## config.mk

```make
export PLATFORM = sky130hd
export DESIGN_NAME = mc_control_unit
export DESIGN_NICKNAME = d
export VERILOG_FILES = /design/src/rtl/mc_control_unit.sv
export SDC_FILE = /design/constraint.sdc
export NUM_CORES = 1
export LEC_CHECK = 0
export ABC_AREA = 0
export BUFFER_PORTS_ARGS = -buffer_cell sky130_fd_sc_hd__buf_2
export CORE_ASPECT_RATIO = 2
export CORE_UTILIZATION = 25
export DETAILED_ROUTE_END_ITERATION = 8
export GPL_TIMING_DRIVEN = 1
export SYNTH_ARGS = -nofsm -noshare
export SYNTH_HDL_FRONTEND = slang
export SYNTH_SLANG_ARGS = --single-unit
```

## constraint.sdc

```tcl
create_clock -name clk -period 2.9 [get_ports clk]
set_input_delay 0.145 -clock clk [delete_from_list [all_inputs] [get_ports clk]]
set_output_delay 0.145 -clock clk [all_outputs]
set_load 0.01 [all_outputs]
```

## src/rtl/mc_control_unit.sv

```systemverilog
// Multicycle RV32I control unit: sequences fetch/decode/execute/memory/writeback,
// with a mem_req/mem_ready handshake, wait timeout, sticky trap reporting and instret.
module mc_control_unit #(
    parameter int MEM_TIMEOUT = 8,
    parameter int CNT_WIDTH   = 32
) (
    input  logic                 clk,
    input  logic                 reset,
    input  logic [6:0]           opcode,
    input  logic [2:0]           funct3,
    input  logic [6:0]           funct7,
    input  logic                 zero,
    input  logic                 mem_ready,
    output logic                 mem_req,
    output logic                 mem_write,
    output logic                 reg_write,
    output logic                 ir_write,
    output logic                 pc_write,
    output logic                 instruction_or_data,
    output logic [1:0]           result_src,
    output logic [1:0]           alu_src_a,
    output logic [1:0]           alu_src_b,
    output logic [2:0]           imm_src,
    output logic [2:0]           alu_control,
    output logic [3:0]           current_state,
    output logic                 trap,
    output logic [1:0]           trap_cause,
    output logic [CNT_WIDTH-1:0] instret
);

    typedef enum logic [3:0] {
        S_FETCH    = 4'd0,
        S_DECODE   = 4'd1,
        S_MEMADR   = 4'd2,
        S_MEMREAD  = 4'd3,
        S_MEMWB    = 4'd4,
        S_MEMWRITE = 4'd5,
        S_EXECR    = 4'd6,
        S_EXECI    = 4'd7,
        S_ALUWB    = 4'd8,
        S_BRANCH   = 4'd9,
        S_JAL      = 4'd10,
        S_LUI      = 4'd11,
        S_TRAP     = 4'd12
    } state_t;

    localparam logic [6:0] OP_LW     = 7'b0000011;
    localparam logic [6:0] OP_SW     = 7'b0100011;
    localparam logic [6:0] OP_RTYPE  = 7'b0110011;
    localparam logic [6:0] OP_ITYPE  = 7'b0010011;
    localparam logic [6:0] OP_BRANCH = 7'b1100011;
    localparam logic [6:0] OP_JAL    = 7'b1101111;
    localparam logic [6:0] OP_LUI    = 7'b0110111;

    localparam logic [2:0] ALU_ADD = 3'b000;
    localparam logic [2:0] ALU_SUB = 3'b001;
    localparam logic [2:0] ALU_AND = 3'b010;
    localparam logic [2:0] ALU_OR  = 3'b011;
    localparam logic [2:0] ALU_SLT = 3'b101;

    localparam logic [1:0] CAUSE_OPCODE  = 2'b01;
    localparam logic [1:0] CAUSE_FUNCT   = 2'b10;
    localparam logic [1:0] CAUSE_TIMEOUT = 2'b11;

    localparam int WAIT_W = (MEM_TIMEOUT < 2) ? 1 : $clog2(MEM_TIMEOUT + 1);

    state_t                state_q, state_d;
    logic [WAIT_W-1:0]     wait_cnt_q, wait_cnt_d;
    logic                  trap_q, trap_d;
    logic [1:0]            trap_cause_q, trap_cause_d;
    logic [CNT_WIDTH-1:0]  instret_q, instret_d;

    logic       timeout_hit;
    logic       mem_state;
    logic       alu_f3_ok;
    logic [2:0] alu_dec;
    logic       mem_req_c, mem_write_c, reg_write_c, ir_write_c, pc_write_c;

    // Only funct7[5] distinguishes add from sub; the other bits are don't-care here.
    logic unused_funct7;
    assign unused_funct7 = ^{funct7[6], funct7[4:0]};

    assign mem_state   = (state_q == S_FETCH) || (state_q == S_MEMREAD) || (state_q == S_MEMWRITE);
    assign timeout_hit = (MEM_TIMEOUT != 0) && mem_state && !mem_ready
                         && (wait_cnt_q == WAIT_W'(MEM_TIMEOUT));
    assign alu_f3_ok   = (funct3 == 3'b000) || (funct3 == 3'b010)
                         || (funct3 == 3'b110) || (funct3 == 3'b111);

    always_comb begin
        alu_dec = ALU_ADD;
        case (funct3)
            3'b000:  alu_dec = (state_q == S_EXECR && funct7[5]) ? ALU_SUB : ALU_ADD;
            3'b010:  alu_dec = ALU_SLT;
            3'b110:  alu_dec = ALU_OR;
            3'b111:  alu_dec = ALU_AND;
            default: alu_dec = ALU_ADD;
        endcase
    end

    always_comb begin
        state_d      = state_q;
        trap_cause_d = trap_cause_q;
        case (state_q)
            S_FETCH: begin
                if (mem_ready) begin
                    state_d = S_DECODE;
                end else if (timeout_hit) begin
                    state_d      = S_TRAP;
                    trap_cause_d = CAUSE_TIMEOUT;
                end
            end
            S_DECODE: begin
                case (opcode)
                    OP_LW, OP_SW: begin
                        if (funct3 == 3'b010) begin
                            state_d = S_MEMADR;
                        end else begin
                            state_d      = S_TRAP;
                            trap_cause_d = CAUSE_FUNCT;
                        end
                    end
                    OP_RTYPE, OP_ITYPE: begin
                        if (alu_f3_ok) begin
                            state_d = (opcode == OP_RTYPE) ? S_EXECR : S_EXECI;
                        end else begin
                            state_d      = S_TRAP;
                            trap_cause_d = CAUSE_FUNCT;
                        end
                    end
                    OP_BRANCH: begin
                        if (funct3[2:1] == 2'b00) begin
                            state_d = S_BRANCH;
                        end else begin
                            state_d      = S_TRAP;
                            trap_cause_d = CAUSE_FUNCT;
                        end
                    end
                    OP_JAL:  state_d = S_JAL;
                    OP_LUI:  state_d = S_LUI;
                    default: begin
                        state_d      = S_TRAP;
                        trap_cause_d = CAUSE_OPCODE;
                    end
                endcase
            end
            S_MEMADR: state_d = (opcode == OP_SW) ? S_MEMWRITE : S_MEMREAD;
            S_MEMREAD, S_MEMWRITE: begin
                if (mem_ready) begin
                    state_d = (state_q == S_MEMREAD) ? S_MEMWB : S_FETCH;
                end else if (timeout_hit) begin
                    state_d      = S_TRAP;
                    trap_cause_d = CAUSE_TIMEOUT;
                end
            end
            S_MEMWB, S_ALUWB, S_BRANCH: state_d = S_FETCH;
            S_EXECR, S_EXECI, S_JAL, S_LUI: state_d = S_ALUWB;
            S_TRAP:  state_d = S_TRAP;
            default: state_d = S_FETCH;
        endcase
    end

    // The wait counter restarts whenever the state changes, so each memory state gets a fresh budget.
    always_comb begin
        wait_cnt_d = wait_cnt_q;
        if (state_d != state_q) begin
            wait_cnt_d = '0;
        end else if (mem_state && !mem_ready && (MEM_TIMEOUT != 0)) begin
            wait_cnt_d = wait_cnt_q + WAIT_W'(1);
        end
    end

    always_comb begin
        trap_d    = trap_q | (state_d == S_TRAP);
        instret_d = instret_q;
        if (state_d == S_FETCH && (state_q == S_MEMWB || state_q == S_MEMWRITE
                                   || state_q == S_ALUWB || state_q == S_BRANCH)) begin
            instret_d = instret_q + CNT_WIDTH'(1);
        end
    end

    always_ff @(posedge clk or posedge reset) begin
        if (reset) begin
            state_q      <= S_FETCH;
            wait_cnt_q   <= '0;
            trap_q       <= 1'b0;
            trap_cause_q <= 2'b00;
            instret_q    <= '0;
        end else begin
            state_q      <= state_d;
            wait_cnt_q   <= wait_cnt_d;
            trap_q       <= trap_d;
            trap_cause_q <= trap_cause_d;
            instret_q    <= instret_d;
        end
    end

    always_comb begin
        mem_req_c           = 1'b0;
        mem_write_c         = 1'b0;
        reg_write_c         = 1'b0;
        ir_write_c          = 1'b0;
        pc_write_c          = 1'b0;
        instruction_or_data = 1'b0;
        result_src          = 2'b00;
        alu_src_a           = 2'b00;
        alu_src_b           = 2'b00;
        imm_src             = 3'b000;
        alu_control         = ALU_ADD;
        case (state_q)
            S_FETCH: begin
                mem_req_c  = 1'b1;
                alu_src_b  = 2'b10;
                result_src = 2'b10;
                ir_write_c = mem_ready;
                pc_write_c = mem_ready;
            end
            S_DECODE: begin
                alu_src_a = 2'b01;
                alu_src_b = 2'b01;
                imm_src   = 3'b010;
            end
            S_MEMADR: begin
                alu_src_a = 2'b10;
                alu_src_b = 2'b01;
                imm_src   = (opcode == OP_SW) ? 3'b001 : 3'b000;
            end
            S_MEMREAD: begin
                mem_req_c           = 1'b1;
                instruction_or_data = 1'b1;
            end
            S_MEMWB: begin
                result_src  = 2'b01;
                reg_write_c = 1'b1;
            end
            S_MEMWRITE: begin
                mem_req_c           = 1'b1;
                mem_write_c         = 1'b1;
                instruction_or_data = 1'b1;
            end
            S_EXECR: begin
                alu_src_a   = 2'b10;
                alu_control = alu_dec;
            end
            S_EXECI: begin
                alu_src_a   = 2'b10;
                alu_src_b   = 2'b01;
                alu_control = alu_dec;
            end
            S_ALUWB: reg_write_c = 1'b1;
            S_BRANCH: begin
                alu_src_a   = 2'b10;
                alu_control = ALU_SUB;
                pc_write_c  = funct3[0] ? ~zero : zero;
            end
            S_JAL: begin
                alu_src_a  = 2'b01;
                alu_src_b  = 2'b10;
                imm_src    = 3'b011;
                pc_write_c = 1'b1;
            end
            S_LUI: begin
                alu_src_a = 2'b11;
                alu_src_b = 2'b01;
                imm_src   = 3'b100;
            end
            default: ;
        endcase
    end

    // Reset gates the strobes combinationally so an abandoned access drops in the same cycle.
    assign mem_req       = mem_req_c   & ~reset;
    assign mem_write     = mem_write_c & ~reset;
    assign reg_write     = reg_write_c & ~reset;
    assign ir_write      = ir_write_c  & ~reset;
    assign pc_write      = pc_write_c  & ~reset;
    assign current_state = state_q;
    assign trap          = trap_q;
    assign trap_cause    = trap_cause_q;
    assign instret       = instret_q;

endmodule

```

---- After elaboration in Yosys (flattened, before gate mapping) ----
Index checks and enable logic that the tools add are counted.
storage, ports and cells
  flip-flop bits (word level) ............. 43
  input bits .............................. 21
  output and inout port bits .............. 57
  word-level logic and storage cells ...... 113
cells by class
  add/sub/neg operators ................... 2
  eq/ne operators ......................... 31
  multiplexer cells ....................... 35
  bitwise operators ....................... 8
  reductions and logical operators ........ 32
operator list
  kind                   number
  $add 32x1->32 const B  1
  $eq 4x4->1 const B     7
  $mux 4                 7
  $pmux 3 s4             2
  $pmux 4 s6             1
  $eq 7x6->1 const B     3
  $pmux 4 s5             1
  $eq 4x3->1 const B     4
  $reduce_or 2->1        8
  $eq 7x7->1 const B     2
  $pmux 2 s2             3
  $reduce_or 4->1        3
  $mux 2                 5
  $mux 1                 9
  $mux 3                 3
  $ne 3x3->1 const B     3
  $eq 4x2->1 const B     2
  $logic_not 4->1        2
  $logic_or 1x1->1       8
  $pmux 2 s4             1
  $eq 7x2->1 const B     1
  $eq 7x5->1 const B     1
  $reduce_and 7->1       1
  $eq 3x3->1 const B     2
  18 further kinds       28

---- Depth between registers and ports, before layout ----
  depth after elaboration ................. 10
  gate-level depth with buffers ........... 9

---- Worst setup path after synthesis ----
OpenSTA, ideal clock, no wires.
  path type ............................... register -> register
  start point ............................. register wait_cnt_q[0]
  end point ............................... register instret_q[24] (netlist: instret[24])
  arrival ................................. 2.079 ns
  data required time ...................... 2.774 ns
  setup slack ............................. 0.695 ns
  cell stages (with the launch flop) ...... 10
  period minus slack after synthesis ...... 2.205 ns
  cells stage by stage .................... dfrtp_1 inv_1 ha_1 and3b_1 clkbuf_1 a211o_1 nor4_4 buf_6 nand3_1 xnor2_1
between the ends
  cells in the longest elaborated chain, start to end .. 7
  elaborated cells between the ends (all ways) .. 8
ends and longest elaborated chain
  item                       RTL line  source
  from (decl)                68        logic [WAIT_W-1:0] wait_cnt_q, wait_cnt_d;
  from (signal assigned)     190       wait_cnt_q <= wait_cnt_d;
  $eq 4x4->1 *               85        && (wait_cnt_q == WAIT_W'(MEM_TIMEOUT));
  $logic_and 1x1->1 *        85
  $mux 4 *                   107, 150
  $mux 4 (on tied branches)  148, 105
  $pmux 4 s6 *               103       case (state_q)
  $logic_not 4->1 *          175       if (state_d == S_FETCH && (state_q == S_MEMWB || state_q == S_MEMWRITE
  $logic_and 1x1->1 *        175
  to (signal assigned)       193       instret_q <= instret_d;
  to (decl)                  71        logic [CNT_WIDTH-1:0] instret_q, instret_d;
Mark *: on every way between the ends. The rest lies on a longest branch, timed or not.
A chain may end at the register's enable or synchronous reset.

---- Worst setup path in the final report ----
  start point ............................. register state_q[1] (netlist: current_state[1])
  end point ............................... register instret_q[18] (netlist: instret[18])
between the ends
  cells in the longest elaborated chain, start to end .. 10
  elaborated cells between the ends (all ways) .. 29
ends and longest elaborated chain
  item                                                  RTL line      source
  from (decl)                                           67            state_t state_q, state_d;
  from (signal assigned)                                189           state_q <= state_d;
  $eq 4x2->1 / $logic_not 4->1 (equally long branches)  83, 103, 149
  $logic_or 1x1->1 (2 in series)                        83            assign mem_state = (state_q == S_FETCH) || (state_q == S_MEMREAD) || (state_q == S_MEMWRITE);
  $logic_and 1x1->1                                     84            assign timeout_hit = (MEM_TIMEOUT != 0) && mem_state && !mem_ready
  $logic_and 1x1->1                                     85
  $mux 4                                                107, 150
  $mux 4 (on tied branches)                             148, 105
  $pmux 4 s6                                            103
  $logic_not 4->1                                       175
  $logic_and 1x1->1 *                                   175
Marked as above.

==> flow_summary.ini <==
[sta]
rsz0062_at_grt = false
fin_worst_skew_ps = 7.12
finalWorstPathRequiredPeriod_ps = 2550
period_share_pct = 87.9
final.setup.tns_ps = 0
setup_violations = 0
tightest_slew_ps = 818
maxSlewViolCount = 0
hold_viol = 0
fmax_mhz = 392
slew_headroom_pct = 45.1

[place]
dpl_cell_area_um2 = 3180
port_buffers = 71
dp_cells = 485
dp_hpwl_um = 5340
gp_congestion = 0.841

[floorplan]
core_area_um2 = 10100
io_pins = 78
initial_utilization_pct = 25.9
fp.dieArea_um2 = 10900
fp.dieW_um = 74.5
rows = 52
die_y_um = 147

[layout]
drive_above_1_share_pct = 28.5
multi_input_area_um2 = 1460
final_area_um2 = 3330
final_cell_mix = buf_2, dfrtp_1, xnor2_1
layout_commonest_cell = buf_2
area_growth_pct = 26.8
diodes = 0
fin_nets = 381
fillCellCount = 1079
final_cells = 493
seq_area_um2 = 1080

[worst_setup_path]
cp.depth = 7
crit_required_ps = 3070
crit_family = simple AND/OR/NAND/NOR gates
worst_setup_path_start_kind = flop
r2r_cells = 7
slowest_delay_ps = 770
cpMaxStageDelayCell = nor4_4
crit_buf_inv = 1
crit_path_end_kind = flop
critical_path_arrival_ps = 2720
crit_type = flop to flop
crit_chain = buf_4 > or3b_2 > a21oi_1 > a21o_1 > nor4_4 > nand4_1 > xnor2_1
cp_max_fo = 16

[detailed_routing]
antenna_left = 0
route.met3.wl_um = 283
wl_met2_um = 3810
vias = 2391
wl_per_cell_um = 14.0
wl_um = 6910
drc = 0
top_layer = met4
viasPerCell = 4.85
wl_met1_um = 2630
drtPass1Iterations = 4
drt_iter0_drc = 97

[logic_synthesis]
synth_cells = 281
syn_avg_cell_area_um2 = 9.34
synthTopCellsByArea = dfrtp_1, xnor2_1, nand3_1
synth_cell_types = 56
syn_nets = 305
synth-edff-count = 0
synth_ff_type = dfrtp_1
async_flop_share_pct = 100
yosys_warnings = 0
synth_top_area_share_pct = 41.0
seq_area_frac_synth_pct = 41.0
syn_area_um2 = 2630
synth_top_area_cell = dfrtp_1
ys_ff_latch = 43

[status]
status = completed

[pwr]
p_int_w = 0.00142
fin_total_pwr_w = 0.00231
p_sw_w = 0.000891
leakagePower_nw = 1.51
switching_share_pct = 38.6
power-per-cell-area_nw_per_um2 = 693
p_comb_share_pct = 42.0
ir_drop_v = 0.000384
clockPowerShare_pct = 24.6
p_seq_share_pct = 33.4

[global_route]
grt_pass1_vias = 2344
grt_pass1_wl_um = 11500
grt_max_degree = 44
antenna_found_initial = 0
grt-ovfl-total = 0
grt_use_total_pct = 13.5

[cts]
cts_buffers = 5
insertion_delay_ps = 280
cts-resized-gates = 0
cts_tree = done
clock-sinks = 43
cts_root_buffer = clkbuf_16
cts_hold_buf = 0
post_cts_buffers = 0
clockBufferDepth = 2
cts_max_level = 2
path_clk_slew_ps = 60

[worst_hold_path]
worstHoldPathType = input port to asynchronous set/reset pin

[run]
cap_viol_max_count = 0
## per-layer routing
metal | vias up | track usage [%]
met4 | 0 | 5.57
met1 | 1158 | 14.2
met2 | 61 | 25.0
met5 | - | 0
li1 | 1163 | -
met3 | 9 | 2.61
## registers in the layout, indices dropped and copies added, names as in the netlist
name / count
trap_cause: 2
instret: 32
wait_cnt_q: 4
trap: 1
current_state: 4
## power groups by stage
stage          combinational, W  clock [W]  sequential (W)
2_1_floorplan          0.000612          0        0.000781
3_3_place_gp           0.000968          0        0.000777
3_5_place_dp           0.000975          0        0.000780
4_1_cts                0.000978   0.000589        0.000771
5_1_grt                 0.00108   0.000614        0.000786
6_report               0.000969   0.000568        0.000770
## synthesized netlist by cell type, drive strengths merged (3+ instances only)
master  number
dfrtp       43
xnor2       31
nor2        22
nand3       17
nor3        15
nand2       13
nand4       13
nand2b      11
a21oi       10
and3        10
clkbuf       8
and2         6
buf          6
inv          6
xor2         6
o21ai        5
and4         4
nor4         4
a21o         3
a31oi        3
ha           3
mux2         3
nor2b        3
## final cells by class
class | count | area share (%)
clock buffers | 7 | 4.29
inverters | 6 | 0.677
multi-input cells | 218 | 44.0
flip-flops and latches | 43 | 32.3
repair buffers | 83 | 13.4
well taps | 135 | 5.08
clock inverters | 1 | 0.263
## worst paths after layout
kind / start / slack, ps / to
min in group clk: opcode[5] / 340 / current_state[0]
worst max-delay path: current_state[1] / 350 / instret[18]
worst min register to register: trap / 480 / trap
max in group asynchronous: reset / 2430 / instret[2]
worst max register to register: current_state[1] / 350 / instret[18]
worst min-delay path: reset / 80 / current_state[2]
## through the flow
step           utilization [%]  setup WS [ps]  hold slack, ps
2_1_floorplan                -            695             338
3_3_place_gp              31.3            331             397
3_5_place_dp              31.3            311             408
4_1_cts                   32.8            289             102
5_1_grt                   32.8           90.6             140
6_report                  32.8            350            75.9
## logic make-up (layout without fill, tap and decap cells)
| family | count (synthesis) | after routing | synth area share, % |
|---|---|---|---|
| and+or+nand+nor | 135 | 135 | 29.6 |
| DFF | 43 | 43 | 41.0 |
| AOI/OAI and AO/OA | 39 | 39 | 10.7 |
| xor gates and xnor gates | 37 | 37 | 12.3 |
| buffers and inverters | 20 | 97 | 3.24 |
| muxes | 4 | 4 | 1.67 |
| adders and majority gates | 3 | 3 | 1.43 |
## worst min-delay path, delay by kind of cell
family,cells,cell delay [ps]
buf+inv,3,660
Power figures use the tool's default switching activity.
